**src/rtl/sorter_stream_ctrl.sv**
```systemverilog
// -----------------------------------------------------------------------------
// sorter_stream_ctrl
//
// Streaming front/back-end for a pipelined bitonic sorter.
//   * Input side: packs values from a valid/ready stream into a SIZE-slot
//     frame register that drives the sorter continuously. Short frames are
//     padded with a value that sorts to the tail (all-ones for ascending,
//     all-zeros for descending).
//   * Waits SORT_LATENCY cycles for the sorter, then captures the sorted
//     frame into an output buffer once that buffer is free.
//   * Output side: serialises the first out_count sorted values onto a
//     valid/ready stream; pad slots are never emitted.
//   Filling the next frame overlaps draining of the previous one.
//
// Ports
//   clk       in   sole clock, rising edge
//   rst       in   synchronous reset, active-high
//   s_valid   in   input value valid
//   s_ready   out  controller accepts an input value
//   s_data    in   input value
//   s_last    in   final value of the current frame
//   sort_in   out  frame to the sorter, slot i at [i*VALUE_BITS +: VALUE_BITS]
//   sort_out  in   sorted frame from the sorter, same packing
//   m_valid   out  output value valid
//   m_ready   in   downstream accepts
//   m_data    out  sorted output value
//   m_last    out  final valid value of the frame
// -----------------------------------------------------------------------------
module sorter_stream_ctrl #(
    parameter int VALUE_BITS   = 32,
    parameter int DEPTH        = 3,
    parameter bit DIRECTION    = 1'b0,
    parameter int SORT_LATENCY = DEPTH * (DEPTH + 1) / 2
) (
    input  logic                                 clk,
    input  logic                                 rst,
    input  logic                                 s_valid,
    output logic                                 s_ready,
    input  logic [VALUE_BITS-1:0]                s_data,
    input  logic                                 s_last,
    output logic [(1 << DEPTH)*VALUE_BITS-1:0]   sort_in,
    input  logic [(1 << DEPTH)*VALUE_BITS-1:0]   sort_out,
    output logic                                 m_valid,
    input  logic                                 m_ready,
    output logic [VALUE_BITS-1:0]                m_data,
    output logic                                 m_last
);

    localparam int SIZE = 1 << DEPTH;
    localparam int TW   = $clog2(SORT_LATENCY + 1);
    localparam logic [VALUE_BITS-1:0] PAD = DIRECTION ? {VALUE_BITS{1'b0}} : {VALUE_BITS{1'b1}};

    typedef enum logic {
        ST_FILL = 1'b0,
        ST_SORT = 1'b1
    } state_t;

    state_t                       r_state;
    logic                         r_s_ready;
    logic [DEPTH-1:0]             r_wr_idx;
    logic [DEPTH:0]               r_count;
    logic [TW-1:0]                r_timer;
    logic [SIZE*VALUE_BITS-1:0]   r_frame;
    logic [SIZE*VALUE_BITS-1:0]   r_buf;
    logic [DEPTH:0]               r_out_count;
    logic [DEPTH-1:0]             r_rd_idx;
    logic                         r_m_valid;
    logic [VALUE_BITS-1:0]        r_m_data;
    logic                         r_m_last;

    logic                         w_accept;
    logic                         w_frame_end;
    logic                         w_timer_done;
    logic                         w_buf_free;
    logic                         w_capture;
    logic                         w_out_hs;
    logic [DEPTH-1:0]             w_next_rd;

    // Handshake decode, sorter-latency expiry and output-buffer availability
    always_comb begin
        w_accept    = s_valid && s_ready && (r_state == ST_FILL);
        w_frame_end = w_accept && (s_last || (r_wr_idx == DEPTH'(SIZE - 1)));
        // The timer is loaded on the last-accept edge, so the capture edge is
        // the one on which it steps from 1 to 0 (or it has already reached 0).
        w_timer_done = (r_timer == TW'(0)) || (r_timer == TW'(1));
        w_out_hs     = r_m_valid && m_ready;
        // Buffer can be refilled on the same edge its final value leaves.
        w_buf_free   = !r_m_valid || (w_out_hs && r_m_last);
        w_capture    = (r_state == ST_SORT) && w_timer_done && w_buf_free;
        w_next_rd    = r_rd_idx + DEPTH'(1);
    end

    // Input FSM, frame register, sorter-latency timer and output serialiser
    always_ff @(posedge clk) begin
        if (rst) begin
            r_state     <= ST_FILL;
            r_s_ready   <= 1'b1;
            r_wr_idx    <= '0;
            r_count     <= '0;
            r_timer     <= '0;
            r_frame     <= '0;
            r_buf       <= '0;
            r_out_count <= '0;
            r_rd_idx    <= '0;
            r_m_valid   <= 1'b0;
            r_m_data    <= '0;
            r_m_last    <= 1'b0;
        end else begin
            case (r_state)
                ST_FILL: begin
                    if (w_accept) begin
                        // Write the accepted value; on the closing beat also
                        // pad every slot beyond it so stale data never sorts in.
                        for (int i = 0; i < SIZE; i++) begin
                            if (i == int'(r_wr_idx)) begin
                                r_frame[i*VALUE_BITS +: VALUE_BITS] <= s_data;
                            end else if (w_frame_end && (i > int'(r_wr_idx))) begin
                                r_frame[i*VALUE_BITS +: VALUE_BITS] <= PAD;
                            end
                        end
                        if (w_frame_end) begin
                            r_count   <= {1'b0, r_wr_idx} + (DEPTH+1)'(1);
                            r_timer   <= TW'(SORT_LATENCY);
                            r_wr_idx  <= '0;
                            r_state   <= ST_SORT;
                            r_s_ready <= 1'b0;
                        end else begin
                            r_wr_idx  <= r_wr_idx + DEPTH'(1);
                        end
                    end
                end
                ST_SORT: begin
                    if (w_capture) begin
                        r_state   <= ST_FILL;
                        r_s_ready <= 1'b1;
                        r_timer   <= '0;
                    end else if (r_timer != TW'(0)) begin
                        r_timer   <= r_timer - TW'(1);
                    end
                end
                default: begin
                    r_state   <= ST_FILL;
                    r_s_ready <= 1'b1;
                end
            endcase

            // Capture takes priority: it only fires when the buffer is idle or
            // its final value is leaving on this very edge.
            if (w_capture) begin
                r_buf       <= sort_out;
                r_out_count <= r_count;
                r_rd_idx    <= '0;
                r_m_valid   <= 1'b1;
                r_m_data    <= sort_out[VALUE_BITS-1:0];
                r_m_last    <= (r_count == (DEPTH+1)'(1));
            end else if (w_out_hs) begin
                if (r_m_last) begin
                    r_m_valid <= 1'b0;
                    r_m_last  <= 1'b0;
                end else begin
                    r_rd_idx  <= w_next_rd;
                    r_m_data  <= r_buf[int'(w_next_rd)*VALUE_BITS +: VALUE_BITS];
                    r_m_last  <= ({1'b0, w_next_rd} == (r_out_count - (DEPTH+1)'(1)));
                end
            end
        end
    end

    // s_ready is forced low during reset so nothing is taken while it is held.
    assign s_ready = r_s_ready && !rst;
    assign sort_in = r_frame;
    assign m_valid = r_m_valid;
    assign m_data  = r_m_data;
    assign m_last  = r_m_last;

endmodule

```
**config.mk**
```make
export PLATFORM = sky130hd
export DESIGN_NAME = sorter_stream_ctrl
export DESIGN_NICKNAME = d
export VERILOG_FILES = /design/src/rtl/sorter_stream_ctrl.sv
export SDC_FILE = /design/constraint.sdc
export NUM_CORES = 1
export LEC_CHECK = 0
export CORE_ASPECT_RATIO = 2
export CORE_MARGIN = 1
export CORE_UTILIZATION = 25
export DETAILED_ROUTE_END_ITERATION = 7
export PLACE_DENSITY = 0.52
export SETUP_SLACK_MARGIN = 0.15
export SLEW_MARGIN = 20
export SYNTH_ARGS = -nofsm -noshare
export SYNTH_HDL_FRONTEND = slang
export SYNTH_SLANG_ARGS = --single-unit
export TNS_END_PERCENT = 20
```
**constraint.sdc**
```tcl
create_clock -name clk -period 3.2 [get_ports clk]
set_input_delay 0.64 -clock clk [delete_from_list [all_inputs] [get_ports clk]]
set_output_delay 0.64 -clock clk [all_outputs]
set_load 0.01 [all_outputs]
```
Word level (Yosys, flattened, before mapping)
Index checks and enable logic that the tools add are counted.

$lt $le $gt $ge: 7. Mux-type cells: 37. Equal/unequal tests: 16. Bitwise operators: 2. $add $sub $neg: 5. Reductions and logical operators: 48. Shift-type cells: 1.

Operators by type and width (number): two-way mux 32 bit (17); variable part select 256 x 9 -> 32 bit (1); AND reduction 3 bit (11); nonzero test 2 bit (9); logical AND 1 bit (15); two-way mux 3 bit (5); equality test 3 bit (first input constant) (4); greater-than comparator 3 bit (first input constant) (4); two-way mux 1 bit (12); AND reduction 2 bit (4); adder 3 x 1 -> 3 bit (second input constant) (2); equality test 2 x 3 -> 1 bit (first input constant) (2); greater-than comparator 2 x 3 -> 1 bit (first input constant) (2); zero test 3 bit (2); one-hot mux 3 bit (2 select lines) (1); adder 3 x 1 -> 4 bit (second input constant) (1); equality test 3 x 4 -> 1 bit (1); equality test 4 x 1 -> 1 bit (second input constant) (1); != test 2 x 1 -> 1 bit (second input constant) (2); != test 2 bit (second input constant) (2); one-hot mux 1 bit (2 select lines) (2); subtractor 4 x 1 -> 4 bit (second input constant) (1); equality test 1 x 3 -> 1 bit (first input constant) (1); equality test 3 x 1 -> 1 bit (second input constant) (1); other kinds (9) (13).

Flip-flop bits (word level): 565. Word-level logic and storage cells: 135. Output and inout bits: 291. Input bits: 293.

Depth between registers and ports, before layout
Gate-level depths: netlist (run 1).

Depth after elaboration: 8. Depth in mapped cells: 9. Mapped depth without buffers: 6.

Least setup slack after synthesis (run 1)
Ideal clock, no wire load.

Path type: input-to-reg. From: input port rst. To: register r_frame[162], in the netlist sort_in[162]. Setup time: 119 ps. Cell stages on the path: 7. Arrival: 1901 ps. Buffers on the path: 4. Path slack: 1180 ps. Data required time: 3081 ps. Cells stage by stage: buf_6 nand4bb_1 buf_2 or3_1 buf_2 buf_6 o221a_1.

Word-level cells in the longest chain between the ends: 8.

Ends and longest elaborated chain: from (decl) (line 36) `input logic rst,`; zero test 1 bit (line 170) `assign s_ready = r_s_ready && !rst;`; logical AND 1 bit (line 170); logical AND 1 bit (2 in series) (line 81) `w_accept = s_valid && s_ready && (r_state == ST_FILL);`; logical AND 1 bit (line 82) `w_frame_end = w_accept && (s_last || (r_wr_idx == DEPTH'(SIZE - 1)));`; logical AND 1 bit (line 117) `end else if (w_frame_end && (i > int'(r_wr_idx))) begin`; nonzero test 2 bit (no line); AND reduction 3 bit (no line); to (signal, indexed assignment) (line 116) `r_frame[i*VALUE_BITS +: VALUE_BITS] <= s_data;`; to (decl) (line 63) `logic [SIZE*VALUE_BITS-1:0] r_frame;`.

Several ways; a longest one is shown, not always the timed one. A chain may end at the register's enable or synchronous reset.

Final worst setup path (run 1)
From: register r_wr_idx[1]. To: register r_frame[146], in the netlist sort_in[146].

Word-level cells in the longest chain between the ends: 6. Elaborated cells between the ends (all ways): 9. Classes of those cells: order compare: 1; eq/ne: 2; mux: 1; reduce/logical: 5.

Ends and longest elaborated chain: from (decl) (line 60) `logic [DEPTH-1:0] r_wr_idx;`; from (signal assigned) (line 128) `r_wr_idx <= r_wr_idx + DEPTH'(1);`; branches (longest 6 deep; another with greater-than comparator 3 bit).

Parallel ways; which one is timed is not known.

==> key figures, run 1 <==
Outcome
  • Status: finished clean

Drt
  • # DRC: 0
  • ANT nets after route: 0
  • First-pass detailed-route iteration total: 5
  • Wire length per cell: 22.3 um
  • Via/cell ratio: 4.72
  • Drt total wl: 88.6 mm
  • DR vias: 18700
  • Initial DRC count: 980

Critical path
  • Worst path cell trace: ha_1 -> ha_1 -> or2_2 -> a22oi_1 -> nor2_4 -> o221a_2
  • CP endpoint kind: flop
  • Crit path DAT: 3.13 ns
  • Crit path capture: sort_in[146]$_SDFFE_PP0P_
  • Critical Path Start: r_wr_idx[1]$_SDFFE_PP0P_
  • RR Endpoint: sort_in[146]$_SDFFE_PP0P_
  • Crit-path slowest cell: nor2_4
  • Internal reg-to-reg setup slack: 0.63 ns
  • Kind of critical path: reg -> reg
  • Cell mode on critical path: ha_1
  • WP data required: 3.76 ns
  • Crit-path max FO: 32
  • Worst R2R Start: r_wr_idx[1]$_SDFFE_PP0P_
  • Reg2reg path depth: 6
  • Peak per-stage delay on the critical path: 0.85 ns
  • Type of origin of the critical path: flop

Synthesis
  • Yosys cell types: 48
  • Post-Synth XOR/XNOR Area: 0.322%
  • Most frequent cell after synthesis: nand2_1
  • Compound-Gate Fraction of Synth Area: 20.8%
  • Mux cell area share after synthesis: 6.68%
  • Cell taking the most area after synthesis: dfxtp_1
  • Ys Warns: 0
  • EDFF count, synth: 0
  • Simple-Gate Fraction of Synth Area: 13.3%
  • Async S/R FF share, synth: 0%
  • Yosys reg bits: 565
  • Post-Syn Nets: 2616
  • Mapped Cells: 2312
  • Post-Synth Adder-Cell Area: 0.633%
  • Top cell type's share of synthesized area: 52.0%
  • Synth top area cells: dfxtp_1 52%, nand2_1 10%, a21oi_1 7.7%
  • Primary FF master, synth: dfxtp_1
  • Register area share after synthesis: 52.0%
  • Largest family of logic cells by synthesized area: compound AO/OA/AOI/OAI gates
  • Top post-synthesis cells by count: 595 x nand2_1, 565 x dfxtp_1, 333 x a21oi_1
  • Cell Area, Synth: 21700 sq um
  • Avg Inst Size Synth: 9.40 sq um

Global route
  • Largest net degree at the start of global routing: 220
  • First-pass GRT wire length: 128 mm
  • Tot GR Track Use: 19.7%
  • Grt total ovfl: 0
  • Initial antenna violation count: 16
  • Vias in the first global route: 18900

Finish
  • Layout fillers: 8937
  • Area of the multi-input gates: 9150 sq um
  • Reg area: 11300 sq um
  • Layout cell share with drive strength beyond 1: 10.7%
  • Final #Nets: 3071
  • Area Overhead vs Synth: 40.1%

Clock network
  • CTS tree: built
  • Setup bufs post-CTS: 0
  • Post_cts resized: 0
  • Clk Latency, worst-skew pair: 0.63 ns
  • Max Root-Sink Buffers: 3
  • Cts bufs inserted: 56
  • Cts hold-fix bufs: 0
  • Clock slew at reported path FFs: 0.07 ns
  • Root Driver: clkbuf_16
  • Sink Count: 565
  • Htree depth: 2

Die
  • Core area: 86000 sq um
  • Die Y: 419 um
  • # IOs: 584
  • Site Rows: 152
  • Die area: 88200 sq um
  • Die width: 211 um
  • Initial Util: 25.3%

STA
  • Count of final setup violators: 0
  • Unrepaired setup endpoints after global routing: false
  • Achievable frequency: 389 MHz
  • Slew @ Worst Pin: 1.19 ns
  • Crit share post-route: 80.4%
  • Fin Clk Skew: 0.0196 ns
  • Hold Fails Final Rpt: 0
  • Slew Limit Fails: 0
  • Max_slew headroom: 20.9%
  • Final TNS setup: 0 ns
  • Final setup margin: 0.627 ns
  • Crit path time final: 2.57 ns

Pwr
  • Max IR drop VDD: 0.406 mV
  • Cell area power density: 561 nW/um^2
  • P_leak: 0.0102 uW

Placement
  • GP Congestion: 0.791
  • DP HPWL: 62.9 mm
  • PortBufs: 583
  • Pre-CTS setup slack: 0.440 ns

Hold path
  • Worst Hold Class: reg -> reg

Job
  • Max-Cap Viols: 0
## where the power goes
group | switching, uW | internal [uW] | total, uW
logic | 1330 | 1270 | 2590
clock network | 3040 | 3720 | 6760
registers | 245 | 7470 | 7720
## layer usage
layer	vias up	global-route usage, %	wire [um]
met5	-	0	155
met4	26	9.60	4250
met2	662	35.3	44500
met3	145	6.34	7210
met1	8879	20.6	32500
li1	9009	-	-
## how the worst min path moves through the flow
stage                              from                  endpoint  slack [ns]  cells past startpoint
6_report        r_buf[135]$_SDFFE_PP0P_   r_buf[135]$_SDFFE_PP0P_        0.45                      2
3_3_place_gp     r_buf[17]$_SDFFE_PP0P_    r_buf[17]$_SDFFE_PP0P_        0.44                      2
3_5_place_dp   sort_in[50]$_SDFFE_PP0P_  sort_in[50]$_SDFFE_PP0P_        0.44                      2
4_1_cts         r_buf[201]$_SDFFE_PP0P_   r_buf[201]$_SDFFE_PP0P_        0.45                      2
5_1_grt        sort_in[43]$_SDFFE_PP0P_  sort_in[43]$_SDFFE_PP0P_        0.47                      2
2_1_floorplan     r_buf[0]$_SDFFE_PP0P_     r_buf[0]$_SDFFE_PP0P_        0.43                      2
## cell families (layout without fill, tap and decap cells)
logic type | Yosys count | count (layout)
buf+inv | 283 | 784
mux | 65 | 65
other cells | 0 | 2
flops | 565 | 565
simple gates | 744 | 744
compound gates | 636 | 636
xor+xnor | 8 | 8
fa+ha+maj | 11 | 11
## sequential cells by signal, summed over array words and instances (netlist names)
register,count
r_buf,256
m_last,1
r_count,4
r_out_count,4
r_state,1
r_s_ready,1
m_data,32
r_timer,3
m_valid,1
r_rd_idx,3
sort_in,256
r_wr_idx,3
## stage by stage
stage               hold WS, ns  power, uW  utilization [%]  area, sq um  std cells
detailed placement        0.443      10500             33.3        28600       3864
global route              0.467      17800             35.4        30500       3970
CTS                       0.454      17400             35.4        30500       3968
floorplan                 0.433       9060                -        21700       2312
global placement          0.439      10500             33.3        28600       3864
finish                    0.450      17100             35.4        30500       3970
## cell type report
| class | count | share of cell area [%] |
|---|---|---|
| sequential | 565 | 37.1 |
| inverter | 43 | 0.538 |
| tap | 1155 | 4.74 |
| clock buffer | 77 | 5.19 |
| clock inverter | 27 | 0.834 |
| multi-input combinational | 1464 | 30.0 |
| antenna | 2 | 0.0164 |
| timing repair buffer | 637 | 21.5 |
## worst max-delay path: cells and delay by family, from the launching register on
kind	cells	cell delay, ns
AO/OA/AOI/OAI	2	0.44
adder cells (fa/ha/maj)	2	0.46
flip-flops	1	0.55
AND/OR/NAND/NOR	2	1.03
## layout by cell type (no fill, tap or decap), types with 3 or more instances in the layout
| master | count |
|---|---|
| a211oi_1 | 64 |
| a21oi_1 | 333 |
| a22oi_1 | 32 |
| buf_12 | 24 |
| buf_4 | 30 |
| bufinv_16 | 3 |
| clkbuf_1 | 12 |
| clkbuf_16 | 57 |
| clkbuf_8 | 8 |
| clkdlybuf4s50_1 | 582 |
| clkinv_2 | 11 |
| clkinv_4 | 3 |
| clkinvlp_4 | 6 |
| dfxtp_1 | 564 |
| ha_1 | 10 |
| inv_1 | 42 |
| inv_6 | 3 |
| mux4_2 | 64 |
| nand2_1 | 594 |
| nand3_1 | 8 |
| nor2_1 | 104 |
| nor2_4 | 4 |
| nor3_1 | 10 |
| o21ai_0 | 4 |
| o221a_1 | 90 |
| o221a_2 | 70 |
| o22ai_1 | 32 |
| xnor2_1 | 4 |
| xor2_1 | 4 |
Note: power is estimated with default switching activity, not from simulation.
==> inputs of run 2 (changes only) <==
Settings changed: PLACE_DENSITY 0.52 to 0.54.
Clock period 3.2 ns to 2.2 ns, I/O delays scaled along.
==> run 2 against run 1 <==
Utilization grew 1.1 points. First-iteration DRC count grew 5.1%. Worst setup slack lost 0.54 ns. Count of clock-buffer cells in the layout shrank 2. Register-to-register slack lost 0.54 ns. Combinational power grew 54%. Critical endpoint is now m_data[15]$_SDFFE_PP0P_. Largest cell class unchanged. Highest routed layer unchanged.
==> key figures, run 2 (synthesized netlist as in run 1, its figures left out) <==
Outcome
  • Status: finished clean (unchanged)

Critical path
  • Crit path DAT: 2.60 ns (was 3.13 ns)
  • Critical path's top delay family: multiplexers (was simple AND/OR/NAND/NOR gates)
  • Kind of critical path: reg -> reg (unchanged)
  • Crit-path slowest cell: mux4_2 (was nor2_4)
  • Crit-path max FO: 7 (was 32)
  • CP endpoint kind: flop (unchanged)
  • Type of origin of the critical path: flop (unchanged)
  • WP data required: 2.69 ns (was 3.76 ns)
  • Cell mode on critical path: buf_12 (was ha_1)
  • Peak per-stage delay on the critical path: 0.65 ns (was 0.85 ns)
  • Worst path cell trace: ha_4 -> buf_12 -> buf_12 -> mux4_2 -> a22oi_1 -> a211oi_1 (was ha_1 -> ha_1 -> or2_2 -> a22oi_1 -> nor2_4 -> o221a_2)
  • CP Buf/Inv Count: 2 (was 0)

STA
  • Unrepaired setup endpoints after global routing: true (was false)
  • Crit share post-route: 95.9% (was 80.4%)
  • Hold Fails Final Rpt: 0 (unchanged)
  • Slew @ Worst Pin: 0.700 ns (was 1.19 ns)
  • Crit path time final: 2.11 ns (was 2.57 ns)
  • Count of final setup violators: 0 (unchanged)
  • Fin Hold WS: 0.155 ns (was 0.450 ns)
  • Max_slew headroom: 53.3% (was 20.9%)
  • Slew Limit Fails: 0 (unchanged)
  • Fin Clk Skew: 0.0314 ns (was 0.0196 ns)
  • Achievable frequency: 474 MHz (was 389 MHz)

Finish
  • Area Overhead vs Synth: 44.5% (was 40.1%)
  • Most frequent cells in the layout: 594 x nand2_1, 571 x clkdlybuf4s50_1, 563 x dfxtp_1, 332 x a21oi_1, 103 x nor2_1 (was 594 x nand2_1, 582 x clkdlybuf4s50_1, 564 x dfxtp_1, 333 x a21oi_1, 104 x nor2_1)
  • Fin area: 31400 sq um (was 30500 sq um)
  • Final #Nets: 3128 (was 3071)
  • Layout fillers: 8736 (was 8937)
  • Most common cell after layout, fill and taps aside: nand2_1 (unchanged)
  • Non-filler instance count after layout: 4026 (was 3970)
  • Layout cell share with drive strength beyond 1: 13.1% (was 10.7%)

Drt
  • Drt total wl: 91.6 mm (was 88.6 mm)
  • First-pass detailed-route iteration total: 5 (unchanged)
  • Initial DRC count: 1030 (was 980)
  • ANT nets after route: 0 (unchanged)
  • DR vias: 19200 (was 18700)
  • Wire length per cell: 22.8 um (was 22.3 um)
  • # DRC: 0 (unchanged)
  • Via/cell ratio: 4.76 (was 4.72)

Pwr
  • P_leak: 0.0108 uW (was 0.0102 uW)
  • Pwr Total: 25100 uW (was 17100 uW)
  • Cell area power density: 799 nW/um^2 (was 561 nW/um^2)
  • Max IR drop VDD: 0.582 mV (was 0.406 mV)

Placement
  • DP HPWL: 65.6 mm (was 62.9 mm)
  • Placed Cells: 3907 (was 3864)
  • PortBufs: 583 (unchanged)
  • DP Area: 29200 sq um (was 28600 sq um)
  • GP Congestion: 0.845 (was 0.791)

Clock network
  • CTS tree: built (unchanged)
  • Root Driver: clkbuf_16 (unchanged)
  • Htree depth: 2 (unchanged)
  • Clk Latency, worst-skew pair: 0.62 ns (was 0.63 ns)
  • Cts bufs inserted: 54 (was 56)
  • Max Root-Sink Buffers: 3 (unchanged)
  • Clock slew at reported path FFs: 0.07 ns (about the same)
  • Sink Count: 565 (unchanged)

Die
  • Die Y: 419 um (unchanged)
  • Site Rows: 152 (unchanged)
  • Initial Util: 25.3% (unchanged)
  • # IOs: 584 (unchanged)
  • Die area: 88200 sq um (unchanged)
  • Core area: 86000 sq um (unchanged)
  • Die width: 211 um (unchanged)

Global route
  • Met2 Usage GRT: 36.9% (was 35.3%)
  • Vias in the first global route: 19000 (was 18900)
  • Met3 usage: 5.12% (was 6.34%)
  • Grt total ovfl: 0 (unchanged)
  • Largest net degree at the start of global routing: 127 (was 220)
  • First-pass GRT wire length: 129 mm (was 128 mm)
  • Tot GR Track Use: 20.0% (was 19.7%)
  • Initial antenna violation count: 21 (was 16)
  • Met1 GRT Util: 21.0% (was 20.6%)
  • Most Used Layer, Global Route: met2 (unchanged)

Hold path
  • Worst Hold Class: in -> reg (was reg -> reg)

Job
  • Max-Cap Viols: 0 (unchanged)
[run 2: changes by cell type in the layout (fill, tap and decap cells not counted), moves of 6 or more]
cell / delta
buf_12: +21
dlygate4sd2_1: +6
a22oi_2: +11
buf_4: +29
a22oi_1: -11
clkdlybuf4s50_1: -11
[run 2: worst paths after layout]
check	start	to	slack, ns	depth (start not counted)
worst max-delay path	r_rd_idx[0]$_SDFFE_PP0P_	m_data[15]$_SDFFE_PP0P_	0.09	6
worst min-delay path	rst	r_buf[159]$_SDFFE_PP0P_	0.16	3
worst max register to register	r_rd_idx[0]$_SDFFE_PP0P_	m_data[15]$_SDFFE_PP0P_	0.09	6
worst min register to register	r_buf[237]$_SDFFE_PP0P_	r_buf[237]$_SDFFE_PP0P_	0.45	2
[run 2: timing repair]
action | in CTS | in global routing
setup buffers | 0 | 9
gates cloned | 1 | 6
hold buffers | 0 | 0
resized for setup | 9 | 23
pin swaps | 0 | 3
setup endpoints to repair | 121 | 273
[run 2: worst register-to-register path: cells and delay by family (launching register included)]
kind / cells / cell delay (ns)
compound gates: 2 / 0.35
mux: 1 / 0.66
fa+ha+maj: 1 / 0.36
flops: 1 / 0.36
buf+inv: 2 / 0.28
[run 2: per-layer routing]
metal / vias up / wire length [um]
met5: - / 136
met4: 20 / 4010
met3: 150 / 6490
met2: 702 / 47700
met1: 9173 / 33300
li1: 9129 / -
[run 2: cell type report]
| class | instances | area (sq um) | share of cell area [%] |
|---|---|---|---|
| repair buffers | 695 | 7380 | 23.5 |
| flip-flops and latches | 565 | 11300 | 36.0 |
| clock inverters | 22 | 273 | 0.869 |
| clock buffers | 75 | 1560 | 4.97 |
| multi-input cells | 1465 | 9250 | 29.4 |
| diodes | 6 | 15.0 | 0.0478 |
| well taps | 1155 | 1450 | 4.60 |
| inverters | 43 | 166 | 0.530 |
[run 2: through the flow]
stage	worst slack, ns	util, %	setup TNS [ns]
after floorplan	0.212	-	0
after global placement	-0.212	34.0	-18.33
after detailed placement	-0.255	34.0	-21.32
after CTS	0.0768	36.1	0
after global routing	0.0741	36.5	0
final	0.0905	36.5	0
[run 2: power breakdown]
part           internal, uW  switching [uW]  total, uW
Sequential            10900             359      11200
Combinational          2000            2000       3990
Clock                  5560            4310       9870
Total                 18400            6670      25100
==> inputs of run 3 (changes only) <==
Settings changed: CORE_MARGIN 1 to unset.
==> results of run 3 <==
No change in the layout: final DEF, timing and power equal those of run 2.
